## src/rtl/splitter2_pan_pkg.sv

```systemverilog
// rtl/splitter2_pan_pkg.sv - shared audio constants, FSM states and sample type for the panner
package splitter2_pan_pkg;
   localparam int SAMPLE_BITS = 16;
   localparam int GAIN_BITS   = 9;
   localparam int GAIN_SHIFT  = 8;
   localparam int MUL_CYCLES  = 9;

   typedef enum logic [1:0] {
      IDLE = 2'd0,
      MUL  = 2'd1,
      DONE = 2'd2
   } state_t;

   typedef logic signed [SAMPLE_BITS-1:0] sample_t;

   // Channel-1 gain is the complement of pan against unity (256), so it spans 1..256.
   function automatic logic [GAIN_BITS-1:0] pan_to_gain1(input logic [7:0] pan);
      return 9'd256 - {1'b0, pan};
   endfunction
endpackage

```

## src/rtl/splitter2_pan_if.sv

```systemverilog
// rtl/splitter2_pan_if.sv - frame strobe, sample/pan inputs and weighted outputs of the panner
interface splitter2_pan_if
   import splitter2_pan_pkg::*;
#(
   parameter int BITSIZE = SAMPLE_BITS
);
   logic                      lrclk;
   logic signed [BITSIZE-1:0] in;
   logic        [7:0]         pan;
   logic signed [BITSIZE-1:0] out1;
   logic signed [BITSIZE-1:0] out2;
   logic                      valid;
   logic                      overrun;

   modport master (
      output lrclk, in, pan,
      input  out1, out2, valid, overrun
   );

   modport slave (
      input  lrclk, in, pan,
      output out1, out2, valid, overrun
   );
endinterface

```

## src/rtl/splitter2_pan_mul.sv

```systemverilog
// rtl/splitter2_pan_mul.sv - signed sample x unsigned 9-bit gain, LSB-first shift-add, one gain bit per clock
module serial_mul_s_u9
   import splitter2_pan_pkg::*;
#(
   parameter int BITSIZE = SAMPLE_BITS
) (
   input  logic                                i_clk,
   input  logic                                i_reset,
   input  logic                                i_start,
   input  logic signed [BITSIZE-1:0]           i_multiplicand,
   input  logic        [GAIN_BITS-1:0]         i_gain,
   output logic                                o_busy,
   output logic                                o_done,
   output logic signed [BITSIZE+GAIN_BITS-1:0] o_product
);
   localparam int ACC_W = BITSIZE + GAIN_BITS;

   logic signed [BITSIZE-1:0] r_a;
   logic        [GAIN_BITS-1:0] r_gain;
   logic signed [ACC_W-1:0]   r_acc;
   logic        [3:0]         r_k;
   logic                      r_busy;

   logic signed [ACC_W-1:0]   w_ext;
   logic signed [ACC_W-1:0]   w_addend;
   logic                      w_last;

   assign w_ext    = {{GAIN_BITS{r_a[BITSIZE-1]}}, r_a};
   assign w_addend = w_ext <<< r_k;
   // Final gain bit is being consumed; the product is complete after this edge.
   assign w_last   = r_busy && (r_k == 4'(MUL_CYCLES - 1));

   always_ff @(posedge i_clk) begin
      if (i_reset) begin
         r_a    <= '0;
         r_gain <= '0;
         r_acc  <= '0;
         r_k    <= '0;
         r_busy <= 1'b0;
      end else if (i_start) begin
         r_a    <= i_multiplicand;
         r_gain <= i_gain;
         r_acc  <= '0;
         r_k    <= '0;
         r_busy <= 1'b1;
      end else if (r_busy) begin
         if (r_gain[r_k]) begin
            r_acc <= r_acc + w_addend;
         end
         r_k <= r_k + 4'd1;
         if (w_last) begin
            r_busy <= 1'b0;
         end
      end
   end

   assign o_busy    = r_busy;
   assign o_done    = w_last;
   assign o_product = r_acc;
endmodule

```

## src/rtl/splitter2_pan.sv

```systemverilog
// rtl/splitter2_pan.sv - mono-to-two-channel panner: lrclk edge detect, FSM, two serial multipliers
module splitter2_pan
   import splitter2_pan_pkg::*;
#(
   parameter int BITSIZE = SAMPLE_BITS
) (
   input  logic           i_bclk,
   input  logic           i_reset,
   splitter2_pan_if.slave bus
);
   localparam int ACC_W = BITSIZE + GAIN_BITS;

   logic                      r_s1;
   logic                      r_s2;
   state_t                    r_state;
   state_t                    w_next;
   logic                      w_start;
   logic                      w_rise;
   logic                      w_busy;

   logic signed [BITSIZE-1:0] r_out1;
   logic signed [BITSIZE-1:0] r_out2;
   logic                      r_valid;
   logic                      r_overrun;

   logic [GAIN_BITS-1:0]      w_g1;
   logic [GAIN_BITS-1:0]      w_g2;
   logic                      w_busy1;
   logic                      w_busy2;
   logic                      w_done1;
   logic                      w_done2;
   logic signed [ACC_W-1:0]   w_prod1;
   logic signed [ACC_W-1:0]   w_prod2;

   assign w_rise = r_s1 & ~r_s2;
   assign w_g1   = pan_to_gain1(bus.pan);
   assign w_g2   = {1'b0, bus.pan};
   // DONE counts as busy so a rise coinciding with DONE->IDLE is dropped.
   assign w_busy = (r_state != IDLE) || w_busy1 || w_busy2;

   always_ff @(posedge i_bclk) begin
      if (i_reset) begin
         r_s1 <= 1'b0;
         r_s2 <= 1'b0;
      end else begin
         r_s1 <= bus.lrclk;
         r_s2 <= r_s1;
      end
   end

   always_ff @(posedge i_bclk) begin
      if (i_reset) begin
         r_state <= IDLE;
      end else begin
         r_state <= w_next;
      end
   end

   always_comb begin
      w_next  = r_state;
      w_start = 1'b0;
      case (r_state)
         IDLE: begin
            if (w_rise) begin
               w_start = 1'b1;
               w_next  = MUL;
            end
         end
         MUL: begin
            if (w_done1 && w_done2) begin
               w_next = DONE;
            end
         end
         DONE: begin
            w_next = IDLE;
         end
         default: begin
            w_next = IDLE;
         end
      endcase
   end

   serial_mul_s_u9 #(.BITSIZE(BITSIZE)) u_mul1 (
      .i_clk          (i_bclk),
      .i_reset        (i_reset),
      .i_start        (w_start),
      .i_multiplicand (bus.in),
      .i_gain         (w_g1),
      .o_busy         (w_busy1),
      .o_done         (w_done1),
      .o_product      (w_prod1)
   );

   serial_mul_s_u9 #(.BITSIZE(BITSIZE)) u_mul2 (
      .i_clk          (i_bclk),
      .i_reset        (i_reset),
      .i_start        (w_start),
      .i_multiplicand (bus.in),
      .i_gain         (w_g2),
      .o_busy         (w_busy2),
      .o_done         (w_done2),
      .o_product      (w_prod2)
   );

   always_ff @(posedge i_bclk) begin
      if (i_reset) begin
         r_out1    <= '0;
         r_out2    <= '0;
         r_valid   <= 1'b0;
         r_overrun <= 1'b0;
      end else begin
         r_valid <= (r_state == DONE);
         if (r_state == DONE) begin
            // Gain never exceeds 256, so dropping the top bits after the shift loses nothing.
            r_out1 <= BITSIZE'(w_prod1 >>> GAIN_SHIFT);
            r_out2 <= BITSIZE'(w_prod2 >>> GAIN_SHIFT);
         end
         if (w_rise && w_busy) begin
            r_overrun <= 1'b1;
         end
      end
   end

   assign bus.out1    = r_out1;
   assign bus.out2    = r_out2;
   assign bus.valid   = r_valid;
   assign bus.overrun = r_overrun;
endmodule
```

## src/flat_wrapper.sv

```systemverilog
// flat-port wrapper written by rule: the top's interface ports become plain ports
module splitter2_pan_flat import splitter2_pan_pkg::*;
#(
   parameter int BITSIZE = SAMPLE_BITS
)
  (i_bclk, i_reset, bus_lrclk, bus_in, bus_pan, bus_out1, bus_out2, bus_valid, bus_overrun);
  splitter2_pan_if #(.BITSIZE(BITSIZE)) bus_i ();
  input  logic i_bclk;
  input  logic i_reset;
  input wire logic [$bits(bus_i.lrclk)-1:0] bus_lrclk;
  input wire logic [$bits(bus_i.in)-1:0] bus_in;
  input wire logic [$bits(bus_i.pan)-1:0] bus_pan;
  output wire logic [$bits(bus_i.out1)-1:0] bus_out1;
  output wire logic [$bits(bus_i.out2)-1:0] bus_out2;
  output wire logic [$bits(bus_i.valid)-1:0] bus_valid;
  output wire logic [$bits(bus_i.overrun)-1:0] bus_overrun;
  assign bus_i.lrclk = bus_lrclk;
  assign bus_i.in = bus_in;
  assign bus_i.pan = bus_pan;
  assign bus_out1 = bus_i.out1;
  assign bus_out2 = bus_i.out2;
  assign bus_valid = bus_i.valid;
  assign bus_overrun = bus_i.overrun;
  splitter2_pan #(.BITSIZE(BITSIZE)) u_core (.i_bclk(i_bclk), .i_reset(i_reset), .bus(bus_i));
endmodule
```

## config.mk

```make
export PLATFORM = sky130hd
export DESIGN_NAME = splitter2_pan_flat
export DESIGN_NICKNAME = d
export VERILOG_FILES = /design/src/rtl/splitter2_pan_pkg.sv /design/src/rtl/splitter2_pan_if.sv /design/src/rtl/splitter2_pan_mul.sv /design/src/rtl/splitter2_pan.sv /design/src/flat_wrapper.sv
export SDC_FILE = /design/constraint.sdc
export NUM_CORES = 1
export LEC_CHECK = 0
export BUFFER_PORTS_ARGS = -buffer_cell sky130_fd_sc_hd__clkbuf_2
export CORE_AREA = 4 4 136 138
export CTS_BUF_LIST = sky130_fd_sc_hd__clkbuf_2 sky130_fd_sc_hd__clkbuf_4 sky130_fd_sc_hd__clkbuf_8
export CTS_CLUSTER_SIZE = 14
export DETAILED_ROUTE_END_ITERATION = 7
export DIE_AREA = 0 0 140 142
export GPL_TIMING_DRIVEN = 0
export PLACE_DENSITY = 0.67
export SLEW_MARGIN = 20
export SYNTH_ARGS = -nofsm -noshare
export SYNTH_HDL_FRONTEND = slang
export SYNTH_SLANG_ARGS = --single-unit
```

## constraint.sdc

```tcl
create_clock -name i_bclk -period 5.3 [get_ports i_bclk]
set_input_delay 1.06 -clock i_bclk [delete_from_list [all_inputs] [get_ports i_bclk]]
set_output_delay 1.06 -clock i_bclk [all_outputs]
set_load 0.005 [all_outputs]
```

==> impl_metrics.ini <==
[cts]
root_buffer = clkbuf_8
cts_resized = 0
path_clk_slew_ps = 80
clock_sinks = 128
clk_latency_ps = 450
hold_buffers = 0
cts_setup_buffers = 0
cts_tree = yes
cts_buffers = 17
cts_buffer_depth = 2
h-tree-depth = 4

[floorplan]
dieArea_um2 = 19900
die_w_um = 140
num_io_pins = 61
core-area_um2 = 17200
num_rows = 48
die_y_um = 142
start_util_pct = 49.7

[global_route]
grt_pass1_wl_um = 39100
grt_max_degree = 17
antenna_found_initial = 0
grt_use_total_pct = 24.2
grt_pass1_vias = 7818
grt_overflow = 0

[worst_setup_path]
crit_arrival_ps = 4830
worstPathRequired_ps = 5680
crit_path_end_kind = register
worstSetupPathType = reg2reg
start_kind = register
crit_fanout = 10
ff2ff_setup_slack_ps = 850

[drt]
num_vias = 8309
drc = 0
vias_per_cell = 5.72
finalWirelength_um = 23700
first_iter_violations = 696
firstDrtPassIters = 6
wl_per_cell_um = 16.3
ant_nets = 0

[timing]
fin_tns_setup_ps = 0
max_slew_margin_pct = 37.5
hold_violations = 0
finalWorstSetupSlack_ps = 852
min_period_ps = 4450
worst_pin_slew_ps = 936
setup_viol = 0
slew_viol_final = 0
fin_crit_sh_pct = 83.9
clock_skew_ps = 11.2
clock.fmax_ghz = 0.225
rsz0062_at_grt = no

[place]
placed_area_um2 = 9120
io_buffers = 60
place_congestion = 0.947
dp.cells = 1420
dpl.hpwl_um = 18400
dp_slack_ps = 956

[yosys]
synth_cell_types = 63
syn_inst = 1135
yosysSeqAreaShare_pct = 30.0
ys_ff_latch = 128
yosysWarnings = 0
syn_nets = 1215
synth_edf_count = 0
postSynth.asyncResetShare_pct = 0
synth_area_per_cell_um2 = 7.53
syn_area_um2 = 8540
synth_top_flop_cell = dfxtp_1

[pwr]
powerDensity_nw_per_um2 = 228
leakage_uw = 0.00377
ir_drop_mv = 0.174
power_uw = 2170

[job]
drv_cap = 0

[outcome]
outcome = completed

[cells_and_area]
stdcell_count = 1452
layout.nets = 1294
layout-drive-gt1-share_pct = 11.5
area_growth_syn_to_layout_pct = 11.5
diodes = 0
final_area_um2 = 9530

[worst_hold_path]
hold_class = reg2reg
layer usage:
| layer | global-route usage (%) | share of wire [%] | up-vias |
|---|---|---|---|
| li1 | - | - | 4166 |
| met1 | 34.1 | 48 | 3836 |
| met2 | 37.5 | 43 | 258 |
| met3 | 3.86 | 5.4 | 49 |
| met4 | 9.38 | 2.9 | 0 |
| met5 | 0 | 0 | - |
synthesized netlist by cell type, types with 10 or more instances:
| library cell | number | share of area, % |
|---|---|---|
| clkbuf_1 | 54 | 2.4 |
| xnor2_1 | 27 | 2.8 |
| mux2i_1 | 46 | 5.4 |
| nand2_1 | 221 | 9.7 |
| buf_1 | 10 | 0.44 |
| a31oi_1 | 11 | 0.81 |
| o21ai_0 | 45 | 2.6 |
| a21oi_1 | 165 | 9.7 |
| nand3_1 | 33 | 1.9 |
| nor2b_1 | 17 | 1.2 |
| mux2_2 | 11 | 1.5 |
| a21o_1 | 13 | 1.1 |
| and3_1 | 10 | 0.73 |
| xor2_1 | 10 | 1.0 |
| mux4_2 | 10 | 2.6 |
| dfxtp_1 | 128 | 30 |
| nor3_1 | 18 | 1.1 |
| ha_1 | 51 | 7.5 |
| inv_1 | 19 | 0.83 |
| a211oi_1 | 18 | 1.6 |
| nor2_1 | 100 | 4.4 |
area by class of cell:
| type | count | area (um2) |
|---|---|---|
| well taps | 225 | 282 |
| fillers | 1723 | 7650 |
| multi-input cells | 912 | 5600 |
| repair buffers | 60 | 300 |
| flip-flops and latches | 128 | 2560 |
| plain buffers | 74 | 299 |
| inverters | 21 | 78.8 |
| clock buffers | 18 | 248 |
| clock inverters | 14 | 156 |
placed cells by master (no fill, tap or decap), drive strengths merged, types with 4 or more instances in the layout:
| cell type | Yosys | routed |
|---|---|---|
| a211oi | 19 | 19 |
| a21o | 15 | 15 |
| a21oi | 165 | 165 |
| a31oi | 11 | 11 |
| and2 | 5 | 5 |
| and3 | 10 | 10 |
| buf | 20 | 20 |
| clkbuf | 54 | 132 |
| clkinv | 1 | 7 |
| dfxtp | 128 | 128 |
| ha | 51 | 51 |
| inv | 20 | 25 |
| mux2 | 11 | 11 |
| mux2i | 46 | 46 |
| mux4 | 10 | 10 |
| nand2 | 221 | 221 |
| nand3 | 34 | 34 |
| nand4 | 5 | 5 |
| nor2 | 100 | 100 |
| nor2b | 17 | 17 |
| nor3 | 18 | 18 |
| nor4 | 8 | 8 |
| o211ai | 6 | 6 |
| o21a | 7 | 7 |
| o21ai | 47 | 47 |
| o21bai | 6 | 6 |
| o22ai | 8 | 8 |
| o31a | 5 | 5 |
| o31ai | 4 | 4 |
| or2 | 7 | 7 |
| or3 | 7 | 7 |
| xnor2 | 27 | 27 |
| xor2 | 10 | 10 |
final timing paths:
| path | from | to | depth (start not counted) |
|---|---|---|---|
| hold / removal | u_core.bus.out1[4] | u_core.bus.out1[4] | 2 |
| setup reg to reg | u_core.u_mul1.r_k[1] | u_core.u_mul1.o_product[23] | 18 |
| setup / recovery | u_core.u_mul1.r_k[1] | u_core.u_mul1.o_product[23] | 18 |
| hold reg to reg | u_core.bus.out1[4] | u_core.bus.out1[4] | 2 |
flip-flops by register name, indices dropped and copies added, names as in the netlist, 2 cells and up:
| name | count |
|---|---|
| u_core.u_mul1.r_gain | 9 |
| u_core.u_mul2.r_k | 4 |
| u_core.bus.out1 | 16 |
| u_core.r_state | 2 |
| u_core.u_mul2.r_gain | 7 |
| u_core.u_mul2.o_product | 24 |
| u_core.u_mul1.o_product | 24 |
| u_core.bus.out2 | 16 |
| u_core.u_mul1.r_a | 16 |
| u_core.u_mul1.r_k | 4 |
worst max-delay path, stage by stage (launching register included):
cell and delay (ps):
dfxtp_1 350, clkbuf_1 280, buf_2 290, buf_2 300, mux2i_1 270, nor2_1 60
a31oi_1 320, nor2_1 70, a21oi_1 190, nor2_1 90, ha_1 350, nand2_1 60
o21ai_1 290, nand3_2 200, a2111oi_4 420, o211ai_2 140, and3_1 170, or4_1 390
a21oi_1 140
through the flow:
| stage | hold slack, ps | util (%) |
|---|---|---|
| global placement | 442 | 53.1 |
| global route | 473 | 55.5 |
| detailed placement | 445 | 53.1 |
| floorplan | 429 | - |
| finish | 457 | 55.5 |
| CTS | 455 | 55.5 |
power by group:
part / total, uW / internal, uW / switching, uW
sequential: 994 / 978 / 15.9
clock: 863 / 438 / 425
combinational: 317 / 115 / 202
total: 2170 / 1530 / 643
cells by family (layout without fill, tap and decap cells):
kind of cell / count (synthesis) / in the layout / share of synthesized area [%]
AO/OA/AOI/OAI: 310 / 310 / 21.6
XOR/XNOR: 37 / 37 / 3.79
buffers and inverters: 95 / 187 / 4.42
adder cells (fa/ha/maj): 53 / 53 / 7.94
flip-flops: 128 / 128 / 30.0
multiplexers: 67 / 67 / 9.48
AND/OR/NAND/NOR: 445 / 445 / 22.7
Power figures use the tool's default switching activity.
